$ cat config.mk
export PLATFORM = sky130hd
export DESIGN_NAME = ssp_ctx_seq
export DESIGN_NICKNAME = d
export VERILOG_FILES = /design/src/rtl/cp0_pkg.sv /design/src/rtl/ssp_addr_gen.sv /design/src/rtl/ssp_ctx_seq.sv
export SDC_FILE = /design/constraint.sdc
export NUM_CORES = 1
export LEC_CHECK = 0
export CELL_PAD_IN_SITES_DETAIL_PLACEMENT = 2
export CELL_PAD_IN_SITES_GLOBAL_PLACEMENT = 2
export CORE_MARGIN = 10
export CORE_UTILIZATION = 26
export CTS_CLUSTER_DIAMETER = 150
export DETAILED_ROUTE_END_ITERATION = 7
export PLACE_DENSITY_LB_ADDON = 0.15
export SYNTH_ARGS = -nofsm -noshare
export SYNTH_HDL_FRONTEND = slang
export SYNTH_SLANG_ARGS = --single-unit
$ cat constraint.sdc
create_clock -name clk -period 13 [get_ports clk]
set_clock_uncertainty 0.2 [all_clocks]
set_input_delay 3.25 -clock clk [delete_from_list [all_inputs] [get_ports clk]]
set_output_delay 3.25 -clock clk [all_outputs]
set_load 0.05 [all_outputs]
$ cat src/rtl/cp0_pkg.sv
// Shared CP0 definitions for the exception context save/restore sequencer.
// Holds the state and direction encodings, context layout and stack bounds.
package cp0_pkg;

  typedef enum logic [2:0] {
    ST_IDLE,
    ST_RD_SP,
    ST_PUSH,
    ST_POP,
    ST_WR_SP,
    ST_DONE
  } state_e;

  typedef enum logic {
    DIR_SAVE,
    DIR_RESTORE
  } dir_e;

  localparam int unsigned WORD_BYTES = 4;
  localparam int unsigned CTX_WORDS  = 3;
  localparam int unsigned CTX_BYTES  = 12;

  localparam logic [1:0] CTX_EPC    = 2'd0;
  localparam logic [1:0] CTX_STATUS = 2'd1;
  localparam logic [1:0] CTX_CAUSE  = 2'd2;

  localparam logic [31:0] STACK_LIMIT = 32'h0000_1000;
  localparam logic [31:0] STACK_TOP   = 32'h0000_2000;

endpackage

$ cat src/rtl/ssp_addr_gen.sv
// Stack address, next-SSP and bounds-error decode for the context sequencer.
// Bounds/alignment checks exist only when SSP_BOUNDS_CHECK_EN is defined.
module ssp_addr_gen
  import cp0_pkg::*;
(
  input  logic [31:0] sp_i,
  input  logic [1:0]  idx_i,
  input  dir_e        dir_i,
  output logic [31:0] addr_o,
  output logic [31:0] new_sp_o,
  output logic        err_o
);

  logic [31:0] off;

  assign off = {28'd0, idx_i, 2'b00};

  // Save pushes downward below sp, restore pops upward from sp.
  always_comb begin
    addr_o   = sp_i + off;
    new_sp_o = sp_i + 32'(CTX_BYTES);
    if (dir_i == DIR_SAVE) begin
      addr_o   = sp_i - off - 32'(WORD_BYTES);
      new_sp_o = sp_i - 32'(CTX_BYTES);
    end
  end

`ifdef SSP_BOUNDS_CHECK_EN
  logic [32:0] sp33;
  logic        lo_err;
  logic        hi_err;

  assign sp33   = {1'b0, sp_i};
  assign lo_err = sp33 < ({1'b0, STACK_LIMIT} + 33'(CTX_BYTES));
  assign hi_err = (sp33 + 33'(CTX_BYTES)) > {1'b0, STACK_TOP};
  assign err_o  = (sp_i[1:0] != 2'b00)
                | ((dir_i == DIR_SAVE) ? lo_err : hi_err);
`else
  assign err_o = 1'b0;
`endif

endmodule

$ cat src/rtl/ssp_ctx_seq.sv
// Exception context save/restore sequencer in front of the CP0 SSP unit.
// Bounds checking is compiled in with SSP_BOUNDS_CHECK_EN.
module ssp_ctx_seq
  import cp0_pkg::*;
(
  input  logic        clk,
  input  logic        rst,
  input  logic        exc_req,
  input  logic        eret_req,
  input  logic [31:0] epc_in,
  input  logic [31:0] status_in,
  input  logic [31:0] cause_in,
  input  logic [31:0] ssp_rdata,
  output logic        ssp_re,
  output logic        ssp_we,
  output logic [31:0] ssp_wdata,
  output logic        mem_req,
  output logic        mem_we,
  output logic [31:0] mem_addr,
  output logic [31:0] mem_wdata,
  input  logic        mem_ack,
  input  logic [31:0] mem_rdata,
  output logic [31:0] epc_out,
  output logic [31:0] status_out,
  output logic [31:0] cause_out,
  output logic        restore_valid,
  output logic        busy,
  output logic        done,
  output logic        ovf_err
);

  state_e      state_q, state_d;
  dir_e        dir_q, dir_d;
  logic [1:0]  idx_q, idx_d;
  logic [31:0] sp_q, sp_d;
  logic        ovf_q, ovf_d;
  logic [31:0] epc_q, epc_d;
  logic [31:0] sts_q, sts_d;
  logic [31:0] cau_q, cau_d;
  logic        re_q, re_d;
  logic        we_q, we_d;
  logic [31:0] wd_q, wd_d;
  logic        req_q, req_d;
  logic        mwe_q, mwe_d;
  logic        done_q, done_d;
  logic        rv_q, rv_d;
  logic        busy_q, busy_d;

  logic [31:0] ag_sp;
  logic [31:0] ag_addr;
  logic [31:0] ag_new_sp;
  logic        ag_err;

  // The live SSP is only valid during RD_SP; afterwards use the captured copy.
  assign ag_sp = (state_q == ST_RD_SP) ? ssp_rdata : sp_q;

  ssp_addr_gen u_addr_gen (
    .sp_i     (ag_sp),
    .idx_i    (idx_q),
    .dir_i    (dir_q),
    .addr_o   (ag_addr),
    .new_sp_o (ag_new_sp),
    .err_o    (ag_err)
  );

  always_comb begin
    state_d = state_q;
    dir_d   = dir_q;
    idx_d   = idx_q;
    sp_d    = sp_q;
    ovf_d   = ovf_q;
    epc_d   = epc_q;
    sts_d   = sts_q;
    cau_d   = cau_q;
    unique case (state_q)
      ST_IDLE: begin
        if (exc_req) begin
          state_d = ST_RD_SP;
          dir_d   = DIR_SAVE;
          ovf_d   = 1'b0;
        end else if (eret_req) begin
          state_d = ST_RD_SP;
          dir_d   = DIR_RESTORE;
          ovf_d   = 1'b0;
        end
      end
      ST_RD_SP: begin
        sp_d  = ssp_rdata;
        idx_d = CTX_EPC;
        if (ag_err) begin
          ovf_d   = 1'b1;
          state_d = ST_DONE;
        end else if (dir_q == DIR_SAVE) begin
          state_d = ST_PUSH;
        end else begin
          state_d = ST_POP;
        end
      end
      ST_PUSH: begin
        if (mem_ack) begin
          idx_d = idx_q + 2'd1;
          if (idx_q == CTX_CAUSE) state_d = ST_WR_SP;
        end
      end
      ST_POP: begin
        if (mem_ack) begin
          idx_d = idx_q + 2'd1;
          unique case (idx_q)
            2'd0:    cau_d = mem_rdata;
            2'd1:    sts_d = mem_rdata;
            default: epc_d = mem_rdata;
          endcase
          if (idx_q == 2'd2) state_d = ST_WR_SP;
        end
      end
      ST_WR_SP: state_d = ST_DONE;
      ST_DONE:  state_d = ST_IDLE;
      default:  state_d = ST_IDLE;
    endcase

    re_d   = (state_d == ST_RD_SP);
    we_d   = (state_d == ST_WR_SP);
    wd_d   = we_d ? ag_new_sp : 32'd0;
    req_d  = (state_d == ST_PUSH) || (state_d == ST_POP);
    mwe_d  = (state_d == ST_PUSH);
    done_d = (state_d == ST_DONE);
    rv_d   = done_d && (dir_d == DIR_RESTORE) && !ovf_d;
    busy_d = (state_d != ST_IDLE);
  end

  always_ff @(posedge clk) begin
    if (!rst) begin
      state_q <= ST_IDLE;
      dir_q   <= DIR_SAVE;
      idx_q   <= 2'd0;
      sp_q    <= 32'd0;
      ovf_q   <= 1'b0;
      epc_q   <= 32'd0;
      sts_q   <= 32'd0;
      cau_q   <= 32'd0;
      re_q    <= 1'b0;
      we_q    <= 1'b0;
      wd_q    <= 32'd0;
      req_q   <= 1'b0;
      mwe_q   <= 1'b0;
      done_q  <= 1'b0;
      rv_q    <= 1'b0;
      busy_q  <= 1'b0;
    end else begin
      state_q <= state_d;
      dir_q   <= dir_d;
      idx_q   <= idx_d;
      sp_q    <= sp_d;
      ovf_q   <= ovf_d;
      epc_q   <= epc_d;
      sts_q   <= sts_d;
      cau_q   <= cau_d;
      re_q    <= re_d;
      we_q    <= we_d;
      wd_q    <= wd_d;
      req_q   <= req_d;
      mwe_q   <= mwe_d;
      done_q  <= done_d;
      rv_q    <= rv_d;
      busy_q  <= busy_d;
    end
  end

  always_comb begin
    mem_wdata = 32'd0;
    if (state_q == ST_PUSH) begin
      unique case (idx_q)
        2'd0:    mem_wdata = epc_in;
        2'd1:    mem_wdata = status_in;
        default: mem_wdata = cause_in;
      endcase
    end
  end

  assign mem_addr      = req_q ? ag_addr : 32'd0;
  assign ssp_re        = re_q;
  assign ssp_we        = we_q;
  assign ssp_wdata     = wd_q;
  assign mem_req       = req_q;
  assign mem_we        = mwe_q;
  assign epc_out       = epc_q;
  assign status_out    = sts_q;
  assign cause_out     = cau_q;
  assign restore_valid = rv_q;
  assign busy          = busy_q;
  assign done          = done_q;
  assign ovf_err       = ovf_q;

endmodule

==> reports/qor.tcl <==
set qor(slew_viol_final) 0
set qor(initial_antenna_violation_count) 6
set qor(synth.largest_area_cell) {sky130_fd_sc_hd__dfxtp_1}
set qor(clock_tree.htree_level_count) 4
set qor(syn_to_final_growth_pct) 48.9
set qor(synth-compound-area-share) 0.204
set qor(synth.mux.area_fraction) 0.0345
set qor(finish.net_count) 1739
set qor(cts_setup_buffers) 0
set qor(share_comb_of_total_power) 0.363
set qor(grt_setup_unrepaired) {no}
set qor(setup_tns_ns) 0
set qor(clock_latency_of_the_later_clocked_register_in_the_worst_skew_pair_ns) 0.45
set qor(wl_per_cell_um) 21.8
set qor(syn_area_mm2) 0.00951
set qor(gp_congestion) 0.796
set qor(timing.hold.worst.start) {cause_out[4]$_SDFFE_PN0P_}
set qor(worstPathRequired_ns) 9.55
set qor(power.leakage_nw) 5.29
set qor(final_period_minus_worst_setup_slack_ns) 11.25
set qor(max_slew_margin) 0.273
set qor(critPathCaptureType) {output pin}
set qor(synthesis.instances) 1207
set qor(routed_wl_um) 43800
set qor(dieHeight_um) 211
set qor(dp_slack_ns) 1.74
set qor(timing.hold.worst_endpoint) {cause_out[4]$_SDFFE_PN0P_}
set qor(route.antenna.remaining_nets) 0
set qor(yosysWarnings) 0
set qor(worstHoldPathCells) 2
set qor(worst_ep_arrival_time_ns) 7.80
set qor(synth.top_cells.by_area) {sky130_fd_sc_hd__dfxtp_1 (37%), sky130_fd_sc_hd__nand2_1 (11%), sky130_fd_sc_hd__a21boi_0 (8.1%), sky130_fd_sc_hd__ha_1 (4.9%), sky130_fd_sc_hd__xnor2_1 (3.8%)}
set qor(final.period_utilization) 0.865
set qor(worstPathMaxFanout) 4
set qor(synth_commonest_cells) {sky130_fd_sc_hd__nand2_1 (279), sky130_fd_sc_hd__dfxtp_1 (174), sky130_fd_sc_hd__a21boi_0 (102)}
set qor(dr.pass1.iters) 4
set qor(final-seq-area_mm2) 0.00348
set qor(portBuffers) 364
set qor(cp-start-kind) {input pin}
set qor(synthArstFlopShare) 0
set qor(timing.rr.start) {state_q[2]$_SDFF_PN0_}
set qor(seq_power_share) 0.326
set qor(overall_power_consumption_mw) 1.71
set qor(synth.ff_latch_count) 174
set qor(first_global_vias) 10900
set qor(ys_seq_area_frac) 0.366
set qor(net_sw_frac) 0.370
set qor(report.final.setup_viol) 0
set qor(post_synth.cell_area_avg_um2) 7.88
set qor(run_status) {finished, final reports clean}
set qor(cts-root-to-sink-buffers) 2
set qor(yosys_most_used_dff) {sky130_fd_sc_hd__dfxtp_1}
set qor(global_route.overflow_total) 0
set qor(hold_buffers) 0
set qor(synth_top_family_by_area) {simple AND/OR/NAND/NOR gates}
set qor(multi_input_area_mm2) 0.00561
set qor(max_freq_mhz) 88.9
set qor(crit-reg2reg-capture) {ssp_wdata[30]$_SDFF_PN0_}
set qor(grt_pass1_wl_um) 66400
set qor(synth_cell_types) 69
set qor(detail_route.iter0.violations) 281
set qor(share_of_final_layout_standard_cells_stronger_than_drive_strength_1) 0.0426
set qor(drc) 0
set qor(worst_hold_path_type) {reg2reg}
set qor(tritoncts_clock_tree) {yes}
set qor(core-area_mm2) 0.0358
set qor(floorplan.initialDensity) 0.265
set qor(cap_viol_max_count) 0
set qor(clk_pin_slew_ns) 0.07
set qor(power_density_normalized_to_cell_area_mw_per_mm2) 121
set qor(routed_via_density) 4.92
set qor(peakVddDrop_mv) 0.0968
set qor(numClockSinks) 174
set qor(r2r_slack_ns) 8.04
set qor(worst_hold_slack_ns) 0.265
set qor(cts_root_buf) {sky130_fd_sc_hd__clkbuf_16}
set qor(design.die.area_mm2) 0.0446
set qor(timing.final.hold_violations) 0
set qor(yosys.area_share.xor_xnor) 0.0507
set qor(synth.most_common_cell) {sky130_fd_sc_hd__nand2_1}
set qor(synth_adder_area_share) 0.0508
set qor(inserted_clock_buffers) 17
set qor(detailedPlacementHpwl_um) 33300
set qor(synth_top_area_frac) 0.366
set qor(io_pins) 365
set qor(grt_start_max_net_pins) 76
set qor(floorplan.die.width_um) 211
set qor(global_route.usage.total) 0.193
set qor(clock_power_share) 0.311
set qor(placement_rows) 69
set qor(total_switching_power_mw) 0.632
set qor(critical_setup_path_kind) {in2out}
set qor(worstRegToRegCells) 14
set qor(worst_slack_setup_final_ns) 1.75
set qor(fillerInstances) 4076
set qor(finish.utilization) 0.395
set qor(actual_transition_at_the_worst_max_transition_pin_ns) 1.09
set qor(synth-simple-area-share) 0.250
set qor(vias) 9886
set qor(synth-edff-count) 0
set qor(cts.repair.resized) 0
set qor(syn-num-nets) 1410
set qor(internal_portion_of_total_power_mw) 1.08
==> metrics by stage <==
| step | cell area [um2] | std cells |
|---|---|---|
| after floorplan | 9510 | 1207 |
| after global placement | 13600 | 1978 |
| after detailed placement | 13600 | 1978 |
| after CTS | 14200 | 2010 |
| after global routing | 14200 | 2010 |
| final | 14200 | 2011 |
==> worst max-delay path: stages <==
cell	delay [ns]
sky130_fd_sc_hd__clkdlybuf4s50_1	0.41
sky130_fd_sc_hd__mux2i_1	0.34
sky130_fd_sc_hd__inv_1	0.12
sky130_fd_sc_hd__ha_1	0.31
sky130_fd_sc_hd__ha_1	0.37
sky130_fd_sc_hd__a21o_1	0.19
sky130_fd_sc_hd__a21o_1	0.21
sky130_fd_sc_hd__or4_4	0.51
sky130_fd_sc_hd__a21oi_4	0.21
sky130_fd_sc_hd__nand4_2	0.20
sky130_fd_sc_hd__or3_4	0.44
sky130_fd_sc_hd__a21oi_2	0.16
sky130_fd_sc_hd__xnor2_1	0.13
sky130_fd_sc_hd__and2_1	0.14
sky130_fd_sc_hd__clkdlybuf4s50_1	0.83
==> worst max path at each step <==
stage	startpoint	endpoint	depth (start not counted)
5_1_grt	ssp_rdata[3]	mem_addr[31]	15
4_1_cts	ssp_rdata[3]	mem_addr[31]	15
3_5_place_dp	ssp_rdata[3]	mem_addr[31]	15
6_report	ssp_rdata[3]	mem_addr[31]	15
2_1_floorplan	ssp_rdata[3]	mem_addr[24]	12
3_3_place_gp	ssp_rdata[3]	mem_addr[31]	15
==> placed cells by master, fill, tap and decap left out, types with 4 or more instances in the layout <==
master | Yosys | final
sky130_fd_sc_hd__a211oi_1 | 4 | 4
sky130_fd_sc_hd__nand3_1 | 20 | 20
sky130_fd_sc_hd__and2_1 | 44 | 43
sky130_fd_sc_hd__a31oi_1 | 5 | 5
sky130_fd_sc_hd__nor3_1 | 20 | 20
sky130_fd_sc_hd__xnor2_1 | 41 | 41
sky130_fd_sc_hd__mux2i_1 | 28 | 28
sky130_fd_sc_hd__a22oi_1 | 33 | 33
sky130_fd_sc_hd__ha_1 | 37 | 37
sky130_fd_sc_hd__o21ai_1 | 4 | 4
sky130_fd_sc_hd__dfxtp_1 | 174 | 174
sky130_fd_sc_hd__o21a_1 | 7 | 7
sky130_fd_sc_hd__xor2_1 | 14 | 14
sky130_fd_sc_hd__nand2_1 | 279 | 278
sky130_fd_sc_hd__o21ai_0 | 25 | 25
sky130_fd_sc_hd__or3_1 | 5 | 5
sky130_fd_sc_hd__a21oi_1 | 63 | 63
sky130_fd_sc_hd__o22ai_1 | 4 | 4
sky130_fd_sc_hd__and3_1 | 15 | 15
sky130_fd_sc_hd__inv_6 | 0 | 5
sky130_fd_sc_hd__clkbuf_16 | 0 | 17
sky130_fd_sc_hd__nor2_1 | 72 | 71
sky130_fd_sc_hd__a21o_1 | 10 | 10
sky130_fd_sc_hd__buf_4 | 1 | 15
sky130_fd_sc_hd__inv_1 | 37 | 37
sky130_fd_sc_hd__nor2b_1 | 27 | 27
sky130_fd_sc_hd__a21boi_0 | 102 | 102
sky130_fd_sc_hd__nor4_1 | 9 | 9
sky130_fd_sc_hd__nand4_1 | 4 | 4
sky130_fd_sc_hd__clkdlybuf4s50_1 | 0 | 363
==> registers in the layout, indices dropped and copies added (netlist names), 2 cells and up <==
register	cells
state_q	3
idx_q	2
sp_q	32
epc_out	32
ssp_wdata	32
cause_out	32
status_out	32
==> cell families after synthesis <==
logic type      Yosys count
xor+xnor                 55
compound gates          283
fa+ha+maj                38
simple gates            517
buf+inv                 108
flops                   174
mux                      32
==> routing by layer <==
metal,GRT usage,part of all wire,vias up
li1,-,-,4760
met1,0.207,0.39,4883
met2,0.344,0.51,202
met3,0.0809,0.083,33
met4,0.0415,0.013,8
met5,0,0.00098,-
==> area by class of cell <==
class | count | area share
timing repair buffer | 378 | 0.265
sequential | 174 | 0.246
inverter | 40 | 0.0106
clock buffer | 19 | 0.0313
clock inverter | 13 | 0.0104
tap | 461 | 0.0407
antenna | 1 | 0.000177
multi-input combinational | 925 | 0.396
==> power by group through the flow <==
| stage | Sequential, mW | Clock [mW] | Combinational (mW) |
|---|---|---|---|
| floorplan | 0.578 | 0 | 0.403 |
| global placement | 0.569 | 0 | 0.612 |
| detailed placement | 0.570 | 0 | 0.622 |
| CTS | 0.558 | 0.550 | 0.627 |
| global route | 0.560 | 0.572 | 0.680 |
| finish | 0.557 | 0.531 | 0.619 |
Note: power is estimated with default switching activity, not from simulation.
